[config.mk]
export PLATFORM = sky130hd
export DESIGN_NAME = rsa_host_ctrl
export DESIGN_NICKNAME = d
export VERILOG_FILES = /design/src/rtl/rsa_host_ctrl.sv
export SDC_FILE = /design/constraint.sdc
export NUM_CORES = 1
export LEC_CHECK = 0
export BUFFER_PORTS_ARGS = -buffer_cell sky130_fd_sc_hd__buf_2
export CAP_MARGIN = 0
export CORE_ASPECT_RATIO = 0.9
export CORE_UTILIZATION = 49
export DETAILED_ROUTE_END_ITERATION = 16
export PLACE_DENSITY = 0.84
export SYNTH_ARGS = -nofsm -noshare
export SYNTH_HDL_FRONTEND = slang
export SYNTH_SLANG_ARGS = --single-unit
[constraint.sdc]
create_clock -name clk -period 2 [get_ports clk]
set_input_delay 0.5 -clock clk [delete_from_list [all_inputs] [get_ports clk]]
set_output_delay 0.5 -clock clk [all_outputs]
set_load 0.02 [all_outputs]
[src/rtl/rsa_host_ctrl.sv]
// -----------------------------------------------------------------------------
// rsa_host_ctrl
//
// Host-side controller for the RSA pipelined CPU. It assembles an operand block
// from a little-endian byte stream and writes it word by word into data memory.
// It then raises start and waits for EndFlag, bounded by a cycle timeout.
// Finally it reads the result words back and returns them as a byte stream.
// While the CPU is idle this block owns the data-memory port (host_sel=1).
//
// Ports
//   clk, reset             rising-edge clock, asynchronous active-low reset
//   in_valid/in_ready/     host byte input (valid&ready handshake)
//   in_data
//   out_valid/out_ready/   result byte output (valid&ready handshake)
//   out_data
//   start, EndFlag         CPU start (held through RUN) / CPU completion
//   host_sel               1: this block drives the memory port, 0: CPU does
//   MemWrite, DataAdr,     data-memory write enable, byte address, write word
//   WriteData
//   ReadData               data-memory read word, one cycle after DataAdr
//   busy                   high whenever not idle
//   timeout_err            sticky RUN-timeout flag, cleared only by reset
// -----------------------------------------------------------------------------
module rsa_host_ctrl #(
  parameter int unsigned IN_BASE   = 0,
  parameter int unsigned IN_WORDS  = 4,
  parameter int unsigned OUT_BASE  = 64,
  parameter int unsigned OUT_WORDS = 2,
  parameter int unsigned TIMEOUT   = 65535
) (
  input  logic        clk,
  input  logic        reset,
  input  logic        in_valid,
  output logic        in_ready,
  input  logic [7:0]  in_data,
  output logic        out_valid,
  input  logic        out_ready,
  output logic [7:0]  out_data,
  output logic        start,
  input  logic        EndFlag,
  output logic        host_sel,
  output logic        MemWrite,
  output logic [31:0] DataAdr,
  output logic [31:0] WriteData,
  input  logic [31:0] ReadData,
  output logic        busy,
  output logic        timeout_err
);

  // S_WRITE is the single MemWrite cycle that follows each completed input
  // word. S_CAPT is the cycle in which the synchronous memory read returns.
  typedef enum logic [2:0] {
    S_IDLE,
    S_LOAD,
    S_WRITE,
    S_RUN,
    S_FETCH,
    S_CAPT,
    S_SEND
  } state_e;

  localparam logic [31:0] IN_BASE_W  = 32'(IN_BASE);
  localparam logic [31:0] OUT_BASE_W = 32'(OUT_BASE);
  localparam logic [7:0]  LAST_IN    = 8'(IN_WORDS - 1);
  localparam logic [7:0]  LAST_OUT   = 8'(OUT_WORDS - 1);
  localparam logic [15:0] LAST_RUN   = 16'(TIMEOUT - 1);

  state_e      state_q, state_d;
  logic [31:0] word_q,  word_d;   // input word being assembled
  logic [31:0] oword_q, oword_d;  // result word being sent
  logic [1:0]  bcnt_q,  bcnt_d;   // byte index within the current word
  logic [7:0]  widx_q,  widx_d;   // input word index
  logic [7:0]  ridx_q,  ridx_d;   // result word index
  logic [15:0] tcnt_q,  tcnt_d;   // RUN cycle counter
  logic        tout_q,  tout_d;   // sticky timeout flag

  logic [31:0] in_adr;
  logic [31:0] out_adr;

  // Word index scaled to a byte address; 32-bit wrap-around is intended.
  assign in_adr  = IN_BASE_W  + {22'd0, widx_q, 2'b00};
  assign out_adr = OUT_BASE_W + {22'd0, ridx_q, 2'b00};

  // Every output is decoded from registered state, so an asynchronous reset
  // forces all of them (start included) to their idle values immediately.
  // NOTE: every signal written here gets a default first, so no path leaves a
  // value unassigned and no latch is inferred.
  always_comb begin
    state_d     = state_q;
    word_d      = word_q;
    oword_d     = oword_q;
    bcnt_d      = bcnt_q;
    widx_d      = widx_q;
    ridx_d      = ridx_q;
    tcnt_d      = tcnt_q;
    tout_d      = tout_q;

    in_ready    = 1'b0;
    out_valid   = 1'b0;
    out_data    = 8'd0;
    start       = 1'b0;
    host_sel    = 1'b1;
    MemWrite    = 1'b0;
    DataAdr     = 32'd0;
    WriteData   = 32'd0;
    busy        = (state_q != S_IDLE);
    timeout_err = tout_q;

    unique case (state_q)
      S_IDLE: begin
        in_ready = 1'b1;
        if (in_valid) begin
          // First byte of a job: byte 0 of word 0.
          word_d  = {in_data, word_q[31:8]};
          bcnt_d  = 2'd1;
          widx_d  = 8'd0;
          ridx_d  = 8'd0;
          state_d = S_LOAD;
        end
      end

      S_LOAD: begin
        in_ready = 1'b1;
        if (in_valid) begin
          // Shift in from the top so the first byte ends up in [7:0].
          word_d = {in_data, word_q[31:8]};
          bcnt_d = bcnt_q + 2'd1;
          if (bcnt_q == 2'd3) begin
            state_d = S_WRITE;
          end
        end
      end

      S_WRITE: begin
        MemWrite  = 1'b1;
        DataAdr   = in_adr;
        WriteData = word_q;
        widx_d    = widx_q + 8'd1;
        if (widx_q == LAST_IN) begin
          tcnt_d  = 16'd0;
          state_d = S_RUN;
        end else begin
          state_d = S_LOAD;
        end
      end

      S_RUN: begin
        host_sel = 1'b0;
        start    = 1'b1;
        tcnt_d   = tcnt_q + 16'd1;
        // EndFlag has priority over a timeout landing in the same cycle.
        if (EndFlag) begin
          state_d = S_FETCH;
        end else if (tcnt_q == LAST_RUN) begin
          tout_d  = 1'b1;
          state_d = S_IDLE;
        end
      end

      S_FETCH: begin
        DataAdr = out_adr;
        state_d = S_CAPT;
      end

      S_CAPT: begin
        // Address is held so the read word matches even if the memory
        // re-samples it; the word presented now belongs to out_adr.
        DataAdr = out_adr;
        oword_d = ReadData;
        state_d = S_SEND;
      end

      S_SEND: begin
        out_valid = 1'b1;
        out_data  = oword_q[7:0];
        if (out_ready) begin
          oword_d = {8'd0, oword_q[31:8]};
          bcnt_d  = bcnt_q + 2'd1;
          if (bcnt_q == 2'd3) begin
            if (ridx_q < LAST_OUT) begin
              ridx_d  = ridx_q + 8'd1;
              state_d = S_FETCH;
            end else begin
              state_d = S_IDLE;
            end
          end
        end
      end

      default: state_d = S_IDLE;
    endcase
  end

  // NOTE: sequential state uses non-blocking assignments so every register
  // samples the pre-edge values, independent of statement order.
  always_ff @(posedge clk or negedge reset) begin
    if (!reset) begin
      state_q <= S_IDLE;
      word_q  <= 32'd0;
      oword_q <= 32'd0;
      bcnt_q  <= 2'd0;
      widx_q  <= 8'd0;
      ridx_q  <= 8'd0;
      tcnt_q  <= 16'd0;
      tout_q  <= 1'b0;
    end else begin
      state_q <= state_d;
      word_q  <= word_d;
      oword_q <= oword_d;
      bcnt_q  <= bcnt_d;
      widx_q  <= widx_d;
      ridx_q  <= ridx_d;
      tcnt_q  <= tcnt_d;
      tout_q  <= tout_d;
    end
  end

endmodule

==> metrics.yaml, run 1 <==
switching_share_pct: 37.7
status: "finished, violations left"
cp_data_required_time_ns: 1.50
tightest_slew_ns: 0.499
finalNetCount: 691
drtPass1Iterations: 7
overflow: 0
dr.first_iter.drc_count: 280
synth_seq_cells: 102
cts_tree: "yes"
hold_violations: 0
antenna_found_initial: 0
numCtsBuffers: 9
cap_viol_max_count: 0
die_h_um: 100
fin_crit_sh_pct: 110
slew_headroom_pct: 66.5
start_util_pct: 50.8
grt_max_degree: 57
routed_wl_um: 13200
ios: 124
synth-warning-count: 0
synth_edf_count: 0
cpMaxStageDelayCell: "dfrtp_1"
ir_worst_vdd_uv: 989
dp_slack_ns: -0.0252
max_stage_delay_ns: 0.43
yosys.cell_types.count: 47
insertedDiodeCount: 0
area_delta_synth_final_pct: 31.0
netlist_area_um2: 5230
final_cell_mix: "100 x dfrtp_1, 64 x buf_2, 46 x buf_4"
synthArstFlopShare_pct: 100
synth_flop_cell: "dfrtp_1"
cts.sinks: 102
die_area_um2: 11100
report.final.slew_viol_count: 0
synth_seq_area_share_pct: 48.8
power_frac_seq_pct: 36.2
p_switching_mw: 3.57
timing.final.ws_setup_ns: -0.194
rsz0062_at_grt: "true"
finalSetupViolations: 54
clk_latency_ns: 0.34
path_class: "reg -> out"
port_buffers: 100
fin_util_pct: 66.5
setup_tns_ns: -7.32
fin_crit_ns: 2.19
clockRootBuffer: "clkbuf_16"
layout_commonest_cell: "dfrtp_1"
r2r_start: "ridx_q[1]$_DFFE_PN0P_"
via_per_inst: 5.60
row_count: 35
die_x_um: 111
core_area_um2: 10300
first_global_vias: 4208
grt_usage_pct: 23.2
path_common_cell: "buf_6"
ant_nets: 0
drc: 0
hold_class: "in -> async"
power.share.clock_pct: 18.4
crit_path_cell_trace: "nor3b_4 > buf_6 > buf_12 > a22o_1 > buf_6"
arrival_ns: 1.69
netlist_instances: 506
fmax_mhz: 456
dp_hpwl_um: 8100
grt_pass1_wl_um: 20500
cp_max_fo: 6
clkTransAtPathRegs_ns: 0.07
drive_gt1_share_pct: 37.7
wire_per_inst_um: 17.1
htree_num_levels: 3
num_vias: 4316
p_comb_share_pct: 45.4
cts_hold_buf: 0
syn_area_per_cell_um2: 10.3
violations: "negative setup slack"
startpoint_type: "register"
p_per_area_nw_per_um2: 1380
routabilityCongestion: 0.859
endpoint_kind: "primary output"
n_fill_cell: 745
startpoint: "state_q[0]$_DFFE_PN0P_"
skew_ns: 0.00577
cts_buffer_depth: 2
intPower_mw: 5.89
p_leak_nw: 3.47
==> synthesized netlist by cell type (all sizes together) (4+ instances only) <==
master	number	share of area (%)
mux2i	29	5.6
buf	29	3.8
a21oi	4	0.38
and3	6	0.72
ha	9	2.2
and2	43	5.1
a22o	13	2.2
nand2	48	3.4
nand3	16	1.5
clkbuf	21	1.5
xor2	7	1.2
mux2	36	7.8
nand4	9	1.1
o21ai	46	4.4
dfrtp	102	49
nor2	26	1.9
inv	12	0.86
nor3	7	0.67
xnor2	5	0.84
==> flip-flops by register name (all words and copies together) (netlist names) <==
| signal | cells |
|---|---|
| widx_q | 8 |
| word_q | 32 |
| bcnt_q | 2 |
| tcnt_q | 16 |
| state_q | 3 |
| timeout_err | 1 |
| oword_q | 32 |
| ridx_q | 8 |
==> metrics by stage <==
| stage | power (mW) | cells | instance area (µm²) | hold WS [ns] |
|---|---|---|---|---|
| floorplan | 5.65 | 528 | 5350 | 0.204 |
| global placement | 6.57 | 735 | 6010 | 0.440 |
| detailed placement | 6.77 | 735 | 6010 | 0.441 |
| CTS | 9.12 | 765 | 6680 | 0.0987 |
| global route | 9.99 | 771 | 6850 | 0.115 |
| finish | 9.46 | 771 | 6850 | 0.0854 |
==> power groups by stage <==
stage	registers [mW]	clock network, mW	logic, mW
floorplan	3.20	0	2.45
global placement	3.36	0	3.21
detailed placement	3.43	0	3.34
CTS	3.38	1.78	3.96
global route	3.51	1.86	4.63
finish	3.42	1.74	4.30
==> cell families after synthesis <==
family / count (synthesis) / synth area share [%]
adders and majority gates: 9 / 2.15
other: 1 / 0.0717
AOI/OAI and AO/OA: 83 / 10.5
muxes: 65 / 13.3
and+or+nand+nor: 172 / 16.9
buffers and inverters: 62 / 6.20
xor gates and xnor gates: 12 / 2.01
DFF: 102 / 48.8
==> metal layers <==
metal	part of all wire, %	wire length, µm	global-route usage [%]
met5	0	0	0
met4	2.6	349	9.64
met3	5.7	754	5.50
met2	49	6490	39.4
met1	42	5570	28.7
==> final timing paths <==
check                                          end  slack, ns  cells after the start
hold reg to reg            timeout_err$_DFFE_PN0P_       0.45                      1
max in group asynchronous    word_q[9]$_DFFE_PN0P_       1.35                      2
min in group clk           oword_q[27]$_DFFE_PN0P_       0.37                      2
hold / removal               ridx_q[6]$_DFFE_PN0P_       0.09                      1
setup / recovery                        DataAdr[4]      -0.19                      5
setup reg to reg             ridx_q[5]$_DFFE_PN0P_      -0.09                      7
==> timing repair <==
item,in CTS,in global routing
gates resized for setup,79,25
endpoints found under the setup margin,55,67
gates cloned,2,3
buffers inserted,12,4
pin swaps,9,11
==> final cells by class <==
type                       instances  area, µm²  area share (%)
timing repair buffer             148       1210            17.7
clock buffer                      10        239            3.49
multi-input combinational        364       2560            37.4
inverter                          12       48.8           0.713
sequential                       102       2550            37.3
tap                              129        161            2.36
clock inverter                     6       67.6           0.987
==> critical path, delay by kind of cell, from the launching register on <==
family	cells	cell delay, ns
DFF	1	0.43
AOI/OAI and AO/OA	1	0.18
buffers and inverters	3	0.47
and+or+nand+nor	1	0.26
No activity file was read; power rests on OpenSTA's default activity.
==> inputs of run 2 (changes only) <==
--- a/config.mk
+++ b/config.mk
@@ -7,7 +7,6 @@
 export LEC_CHECK = 0
 export BUFFER_PORTS_ARGS = -buffer_cell sky130_fd_sc_hd__buf_2
 export CAP_MARGIN = 0
-export CORE_ASPECT_RATIO = 0.9
 export CORE_UTILIZATION = 49
 export DETAILED_ROUTE_END_ITERATION = 16
 export PLACE_DENSITY = 0.84
==> run 2 against run 1 <==
Compared with the run above:
- design area increased by 3.8%
- sequential cell count unchanged
- clock power decreased by 25%
- die area about the same
- total power increased by 0.59%
- the flow still finishes with violations (negative setup slack)
- sequential power about the same
- critical path depth increased by 1
- first-iteration DRC count decreased by 20%
- highest routed layer unchanged
- largest power group unchanged
==> metrics.yaml, run 2 (synthesis results as in run 1) <==
hold_class: "in -> async"  # unchanged
overflow: 0  # unchanged
skew_ns: 0.0122  # was 0.00577 ns
routed_wl_um: 12700  # was 13200 µm
regToRegSetupSlack_ns: -0.18  # was -0.09 ns
p_leak_nw: 3.53  # was 3.47 nW
ir_worst_vdd_uv: 794  # was 989 µV
cts_tree: "yes"  # unchanged
report.final.slew_viol_count: 0  # unchanged
htree_num_levels: 3  # unchanged
finalSetupViolations: 56  # was 54
rsz0062_at_grt: "true"  # unchanged
timing.final.ws_setup_ns: -0.234  # was -0.194 ns
status: "finished, violations left"  # unchanged
fin_cells: 791  # was 771
fin_util_pct: 68.8  # was 66.5%
arrival_ns: 1.73  # was 1.69 ns
fin_crit_sh_pct: 112  # was 110%
wire_per_inst_um: 16.1  # was 17.1 µm
tightest_slew_ns: 0.666  # was 0.499 ns
drc: 0  # unchanged
violations: "negative setup slack"  # unchanged
grt_max_degree: 103  # was 57
dp_slack_ns: -0.0790  # was -0.0252 ns
crit_end: "WriteData[21]"  # was DataAdr[4]
cp_data_required_time_ns: 1.50  # about the same
clkTransAtPathRegs_ns: 0.10  # was 0.07 ns
finish.instance_area_um2: 7110  # was 6850 µm²
p_per_area_nw_per_um2: 1340  # was 1380 nW/µm²
routabilityCongestion: 0.877  # was 0.859
startpoint_type: "register"  # unchanged
cp_max_fo: 8  # was 6
area_delta_synth_final_pct: 36.0  # was 31.0%
cts_buffer_depth: 2  # unchanged
cts.sinks: 102  # unchanged
holdWs_ns: 0.159  # was 0.0854 ns
final_cell_mix: "101 x dfrtp_1, 68 x buf_6, 47 x nand2_1"  # was 100 x dfrtp_1, 64 x buf_2, 46 x buf_4
die_h_um: 105  # was 100 µm
die_area_um2: 11100  # about the same
numCtsBuffers: 9  # unchanged
fin_crit_ns: 2.23  # was 2.19 ns
reg_top3: "oword_q x32, word_q x32, tcnt_q x16"  # unchanged
antenna_found_initial: 0  # unchanged
ant_nets: 0  # unchanged
dr.first_iter.drc_count: 224  # was 280
cts_hold_buf: 0  # unchanged
reg2reg_to: "ridx_q[5]$_DFFE_PN0P_"  # unchanged
fmax_mhz: 448  # was 456 MHz
num_vias: 4232  # was 4316
drtPass1Iterations: 5  # was 7
port_buffers: 100  # unchanged
grt_usage_pct: 23.1  # was 23.2%
via_per_inst: 5.35  # was 5.60
path_class: "reg -> out"  # unchanged
startpoint: "state_q[0]$_DFFE_PN0P_"  # unchanged
cap_viol_max_count: 0  # unchanged
r2r_start: "ridx_q[1]$_DFFE_PN0P_"  # unchanged
hold_violations: 0  # unchanged
endpoint_kind: "primary output"  # unchanged
row_count: 37  # was 35
power_mw: 9.51  # was 9.46 mW
placed_cell_area_um2: 6040  # was 6010 µm²
dp.cells: 748  # was 735
n_fill_cell: 724  # was 745
ios: 124  # unchanged
grt_pass1_wl_um: 20100  # was 20500 µm
slew_headroom_pct: 55.4  # was 66.5%
first_global_vias: 4235  # was 4208
clk_latency_ns: 0.38  # was 0.34 ns
dp_hpwl_um: 8000  # was 8100 µm
finalNetCount: 704  # was 691
rr_worst_depth: 7  # unchanged
clockRootBuffer: "clkbuf_8"  # was clkbuf_16
drive_gt1_share_pct: 43.4  # was 37.7%
insertedDiodeCount: 0  # unchanged
setup_tns_ns: -9.72  # was -7.32 ns
layout_commonest_cell: "dfrtp_1"  # unchanged
die_x_um: 105  # was 111 µm
start_util_pct: 50.6  # was 50.8%
core_area_um2: 10300  # about the same
## run 2: changes by cell type in the layout (fill, tap and decap cells not counted), moves of 5 or more
cell / previous run / this run
and2_4: 13 / 40
clkbuf_16: 12 / 1
and2_1: 30 / 3
buf_4: 46 / 41
buf_6: 27 / 68
buf_2: 64 / 44
clkbuf_8: 1 / 9
## run 2: per-layer routing
metal  up-vias  wire, µm  GRT usage (%)
met3        19       574           6.74
met1      2088      5140           27.3
met4         0       233           7.55
met2       119      6780           40.4
met5         -         0              0
li1       2006         -              -
## run 2: power by group
part	switching [mW]	internal [mW]	leakage, nW	total [mW]
combinational	2.23	2.57	2.14	4.80
clock	0.721	0.588	0.101	1.31
sequential	0.563	2.84	1.30	3.41
## run 2: worst min-delay path by stage
stage / slack [ns] / endpoint / cells after the start / start
global route: 0.20 / word_q[21]$_DFFE_PN0P_ / 2 / reset
CTS: 0.19 / word_q[30]$_DFFE_PN0P_ / 2 / reset
finish: 0.16 / word_q[4]$_DFFE_PN0P_ / 2 / reset
global placement: 0.44 / timeout_err$_DFFE_PN0P_ / 1 / timeout_err$_DFFE_PN0P_
detailed placement: 0.45 / timeout_err$_DFFE_PN0P_ / 1 / timeout_err$_DFFE_PN0P_
floorplan: 0.20 / bcnt_q[0]$_DFFE_PN0P_ / 0 / reset
## run 2: critical path, cell delays in order, from the launching register on
cell and delay, ns:
dfrtp_1 0.40, buf_6 0.13, nor3b_4 0.25, buf_6 0.18
buf_16 0.13, and2_4 0.14, buf_6 0.11
## run 2: repair_timing
action | CTS | global route
endpoints found under the setup margin | 55 | 69
buffers inserted | 15 | 12
resized for setup | 162 | 40
pin swaps | 20 | 26
cloned | 2 | 1
## run 2: final cells by class
class                   count  area (µm²)  share of cell area (%)
clock buffers              10         128                    1.80
clock inverters             6        66.3                   0.933
inverters                  12        50.0                   0.704
multi-input cells         364        2670                    37.6
flip-flops and latches    102        2550                    35.9
well taps                 136         170                    2.39
repair buffers            161        1470                    20.7
==> inputs of run 3 (changes only) <==
--- a/config.mk
+++ b/config.mk
@@ -5,11 +5,13 @@
 export SDC_FILE = /design/constraint.sdc
 export NUM_CORES = 1
 export LEC_CHECK = 0
+export ABC_AREA = 1
 export BUFFER_PORTS_ARGS = -buffer_cell sky130_fd_sc_hd__buf_2
 export CAP_MARGIN = 0
 export CORE_UTILIZATION = 49
 export DETAILED_ROUTE_END_ITERATION = 16
-export PLACE_DENSITY = 0.84
+export HOLD_SLACK_MARGIN = 0.06
+export PLACE_DENSITY = 0.83
 export SYNTH_ARGS = -nofsm -noshare
 export SYNTH_HDL_FRONTEND = slang
 export SYNTH_SLANG_ARGS = --single-unit
==> run 3 against run 2 <==
Compared with the run above:
- the run still ends with negative setup slack left
- synthesized cell count grew 44%
- cell count grew 24%
- count of clock-buffer cells in the layout fell by 1
- die area increased by 5.7%
- total power shrank 9.1%
- highest routed layer unchanged
- sequential share of layout area grew 0.93 points
- sequential power down 9.4%
- sequential cell count did not move
- critical path type unchanged
- clock skew is essentially flat
==> metrics.yaml, run 3 <==
synthArstFlopShare_pct: 100  # unchanged
start_util_pct: 50.6  # about the same
synth_seq_area_share_pct: 46.1  # was 48.8%
endpoint_kind: "primary output"  # unchanged
dp_hpwl_um: 8450  # was 8000 µm
ios: 124  # unchanged
slew_headroom_pct: 60.4  # was 55.4%
num_vias: 4932  # was 4232
n_fill_cell: 933  # was 724
fin_cells: 980  # was 791
clockRootBuffer: "clkbuf_16"  # was clkbuf_8
cp_data_required_time_ns: 1.50  # about the same
final_cell_mix: "150 x nand2_1, 109 x inv_1, 100 x dfrtp_1"  # was 101 x dfrtp_1, 68 x buf_6, 47 x nand2_1
yosys-top-cells-area: "dfrtp_1 46%, nand2_1 10%, inv_1 7.4%"  # was dfrtp_1 49%, mux2_2 7.5%, mux2i_1 5.6%
path_class: "reg -> out"  # unchanged
wire_per_inst_um: 13.6  # was 16.1 µm
startpoint_type: "register"  # unchanged
area_delta_synth_final_pct: 25.3  # was 36.0%
r2r_start: "state_q[2]$_DFFE_PN0P_"  # was ridx_q[1]$_DFFE_PN0P_
netlist_area_um2: 5530  # was 5230 µm²
die_x_um: 108  # was 105 µm
holdWs_ns: 0.0733  # was 0.159 ns
cts_buffer_depth: 2  # unchanged
synth_seq_cells: 102  # unchanged
finalSetupViolations: 44  # was 56
syn_area_per_cell_um2: 7.61  # was 10.3 µm²
status: "finished, violations left"  # unchanged
via_per_inst: 5.03  # was 5.35
port_buffers: 100  # unchanged
max_stage_delay_ns: 0.44  # was 0.40 ns
yosysMostFrequentCell: "nand2_1"  # was dfrtp_1
antenna_found_initial: 0  # unchanged
numCtsBuffers: 9  # unchanged
hold_class: "in -> async"  # unchanged
drtPass1Iterations: 4  # was 5
ant_nets: 0  # unchanged
synth_top_cell_by_area: "dfrtp_1"  # unchanged
startpoint: "state_q[2]$_DFFE_PN0P_"  # was state_q[0]$_DFFE_PN0P_
ir_worst_vdd_uv: 749  # was 794 µV
routabilityCongestion: 0.862  # was 0.877
cpMaxStageDelayCell: "dfrtp_2"  # was dfrtp_1
arrival_ns: 1.64  # was 1.73 ns
yosys.cell_types.count: 33  # was 47
htree_num_levels: 3  # unchanged
report.final.slew_viol_count: 0  # unchanged
violations: "negative setup slack"  # unchanged
fin_crit_ns: 2.14  # was 2.23 ns
tightest_slew_ns: 0.588  # was 0.666 ns
dr.first_iter.drc_count: 312  # was 224
synth.top_cell.area_share_pct: 46.1  # was 48.8%
die_h_um: 108  # was 105 µm
dp.cells: 948  # was 748
layout_commonest_cell: "nand2_1"  # was dfrtp_1
first_global_vias: 4472  # was 4235
overflow: 0  # unchanged
cap_viol_max_count: 0  # unchanged
cp_max_fo: 21  # was 8
finalNetCount: 889  # was 704
skew_ns: 0.0121  # was 0.0122 ns
routed_wl_um: 13300  # was 12700 µm
timing.final.ws_setup_ns: -0.135  # was -0.234 ns
p_leak_nw: 3.40  # was 3.53 nW
rsz0062_at_grt: "true"  # unchanged
grt_max_degree: 65  # was 103
cts_tree: "yes"  # unchanged
grt_pass1_wl_um: 20600  # was 20100 µm
netlist_instances: 727  # was 506
synth_flop_cell: "dfrtp_1"  # unchanged
fin_crit_sh_pct: 107  # was 112%
synth-warning-count: 0  # unchanged
clk_latency_ns: 0.34  # was 0.38 ns
drive_gt1_share_pct: 22.7  # was 43.4%
die_area_um2: 11700  # was 11100 µm²
drc: 0  # unchanged
synth_edf_count: 0  # unchanged
core_area_um2: 10900  # was 10300 µm²
p_per_area_nw_per_um2: 1250  # was 1340 nW/µm²
clkTransAtPathRegs_ns: 0.07  # was 0.10 ns
grt_usage_pct: 22.1  # was 23.1%
row_count: 38  # was 37
synth_top_cells_by_count: "150 x nand2_1, 109 x inv_1, 102 x dfrtp_1, 86 x nor2_1, 54 x o21ai_0"  # was 102 x dfrtp_1, 48 x nand2_1, 43 x and2_1, 43 x o21ai_0, 35 x mux2_2
hold_violations: 0  # unchanged
fmax_mhz: 468  # was 448 MHz
reg_top3: "oword_q x32, word_q x32, tcnt_q x16"  # unchanged
crit_path_cell_trace: "nor3_4 > bufinv_16 > o22ai_1 > buf_4"  # was buf_6 > nor3b_4 > buf_6 > buf_16 > and2_4 > buf_6
cts.sinks: 102  # unchanged
insertedDiodeCount: 0  # unchanged
run 3: cell count changes in the layout (fill, tap and decap cells not counted), moves of 17 or more:
cell      delta
nor2_2      +27
nor2_1      +34
o211ai_1    +23
inv_1      +102
o21ai_0     +17
mux2_2      -35
mux2i_1     -29
buf_6       -44
nand2_1    +103
and2_4      -40
o21ai_1     +24
nand3_1     +34
run 3: path summary, 6_finish.rpt:
| kind | endpoint | slack [ns] | cells past startpoint |
|---|---|---|---|
| worst max-delay path | DataAdr[5] | -0.14 | 4 |
| worst min-delay path | ridx_q[6]$_DFFE_PN0P_ | 0.07 | 1 |
| worst max register to register | state_q[1]$_DFFE_PN0P_ | 0.09 | 12 |
| worst min register to register | timeout_err$_DFFE_PN0P_ | 0.47 | 1 |
| max in group asynchronous | widx_q[1]$_DFFE_PN0P_ | 1.38 | 2 |
| min in group clk | oword_q[28]$_DFFE_PN0P_ | 0.40 | 3 |
run 3: routing by layer:
metal | wire, µm | vias to the layer above | global-route usage [%]
met3 | 624 | 13 | 3.92
met5 | 0 | - | 0
met1 | 5880 | 2288 | 29.0
met2 | 6650 | 148 | 37.5
li1 | - | 2483 | -
met4 | 178 | 0 | 6.37
run 3: cell type report:
| cell class | count | area [µm²] | area share [%] |
|---|---|---|---|
| Timing Repair inverter | 2 | 25.0 | 0.361 |
| Inverter | 113 | 455 | 6.57 |
| Multi-Input combinational cell | 481 | 2410 | 34.7 |
| Clock buffer | 9 | 225 | 3.25 |
| Timing Repair Buffer | 126 | 1020 | 14.7 |
| Clock inverter | 7 | 66.3 | 0.957 |
| Tap cell | 140 | 175 | 2.53 |
| Sequential cell | 102 | 2550 | 36.9 |
run 3: worst max-delay path, delay by kind of cell (launching register included):
| family | cells | cell delay [ns] |
|---|---|---|
| and+or+nand+nor | 1 | 0.28 |
| DFF | 1 | 0.44 |
| AOI/OAI and AO/OA | 1 | 0.14 |
| buffers and inverters | 2 | 0.43 |
run 3: cell families after synthesis:
family	synth area share, %
flip-flops	46.1
other	0.0678
buffers and inverters	13.8
XOR/XNOR	0.633
adder cells (fa/ha/maj)	2.04
AND/OR/NAND/NOR	23.2
AO/OA/AOI/OAI	14.1
run 3: repair_timing:
action / in CTS / in global routing
pin swaps: 1 / 2
cloned: 1 / 3
gates resized for setup: 40 / 82
buffers inserted: 2 / 12
hold buffers: 0 / 0
endpoints found under the setup margin: 53 / 54
run 3: report_power, final:
| part | switching (mW) | leakage [nW] | internal [mW] |
|---|---|---|---|
| logic | 2.50 | 1.96 | 1.36 |
| clock network | 0.831 | 0.138 | 0.875 |
| registers | 0.324 | 1.30 | 2.77 |
| total | 3.66 | 3.40 | 5.00 |
run 3: metrics by stage:
step | TNS [ns] | utilization (%) | cell area, µm² | power (mW) | worst slack [ns]
6_report | -3.69 | 63.4 | 6930 | 8.65 | -0.135
5_1_grt | -6.67 | 63.4 | 6930 | 9.29 | -0.196
4_1_cts | -1.23 | 59.9 | 6560 | 8.31 | -0.0534
3_5_place_dp | 0 | 55.9 | 6120 | 6.36 | 0.0684
3_3_place_gp | 0 | 55.9 | 6120 | 6.23 | 0.131
2_1_floorplan | -0.249 | - | 5610 | 5.44 | -0.122
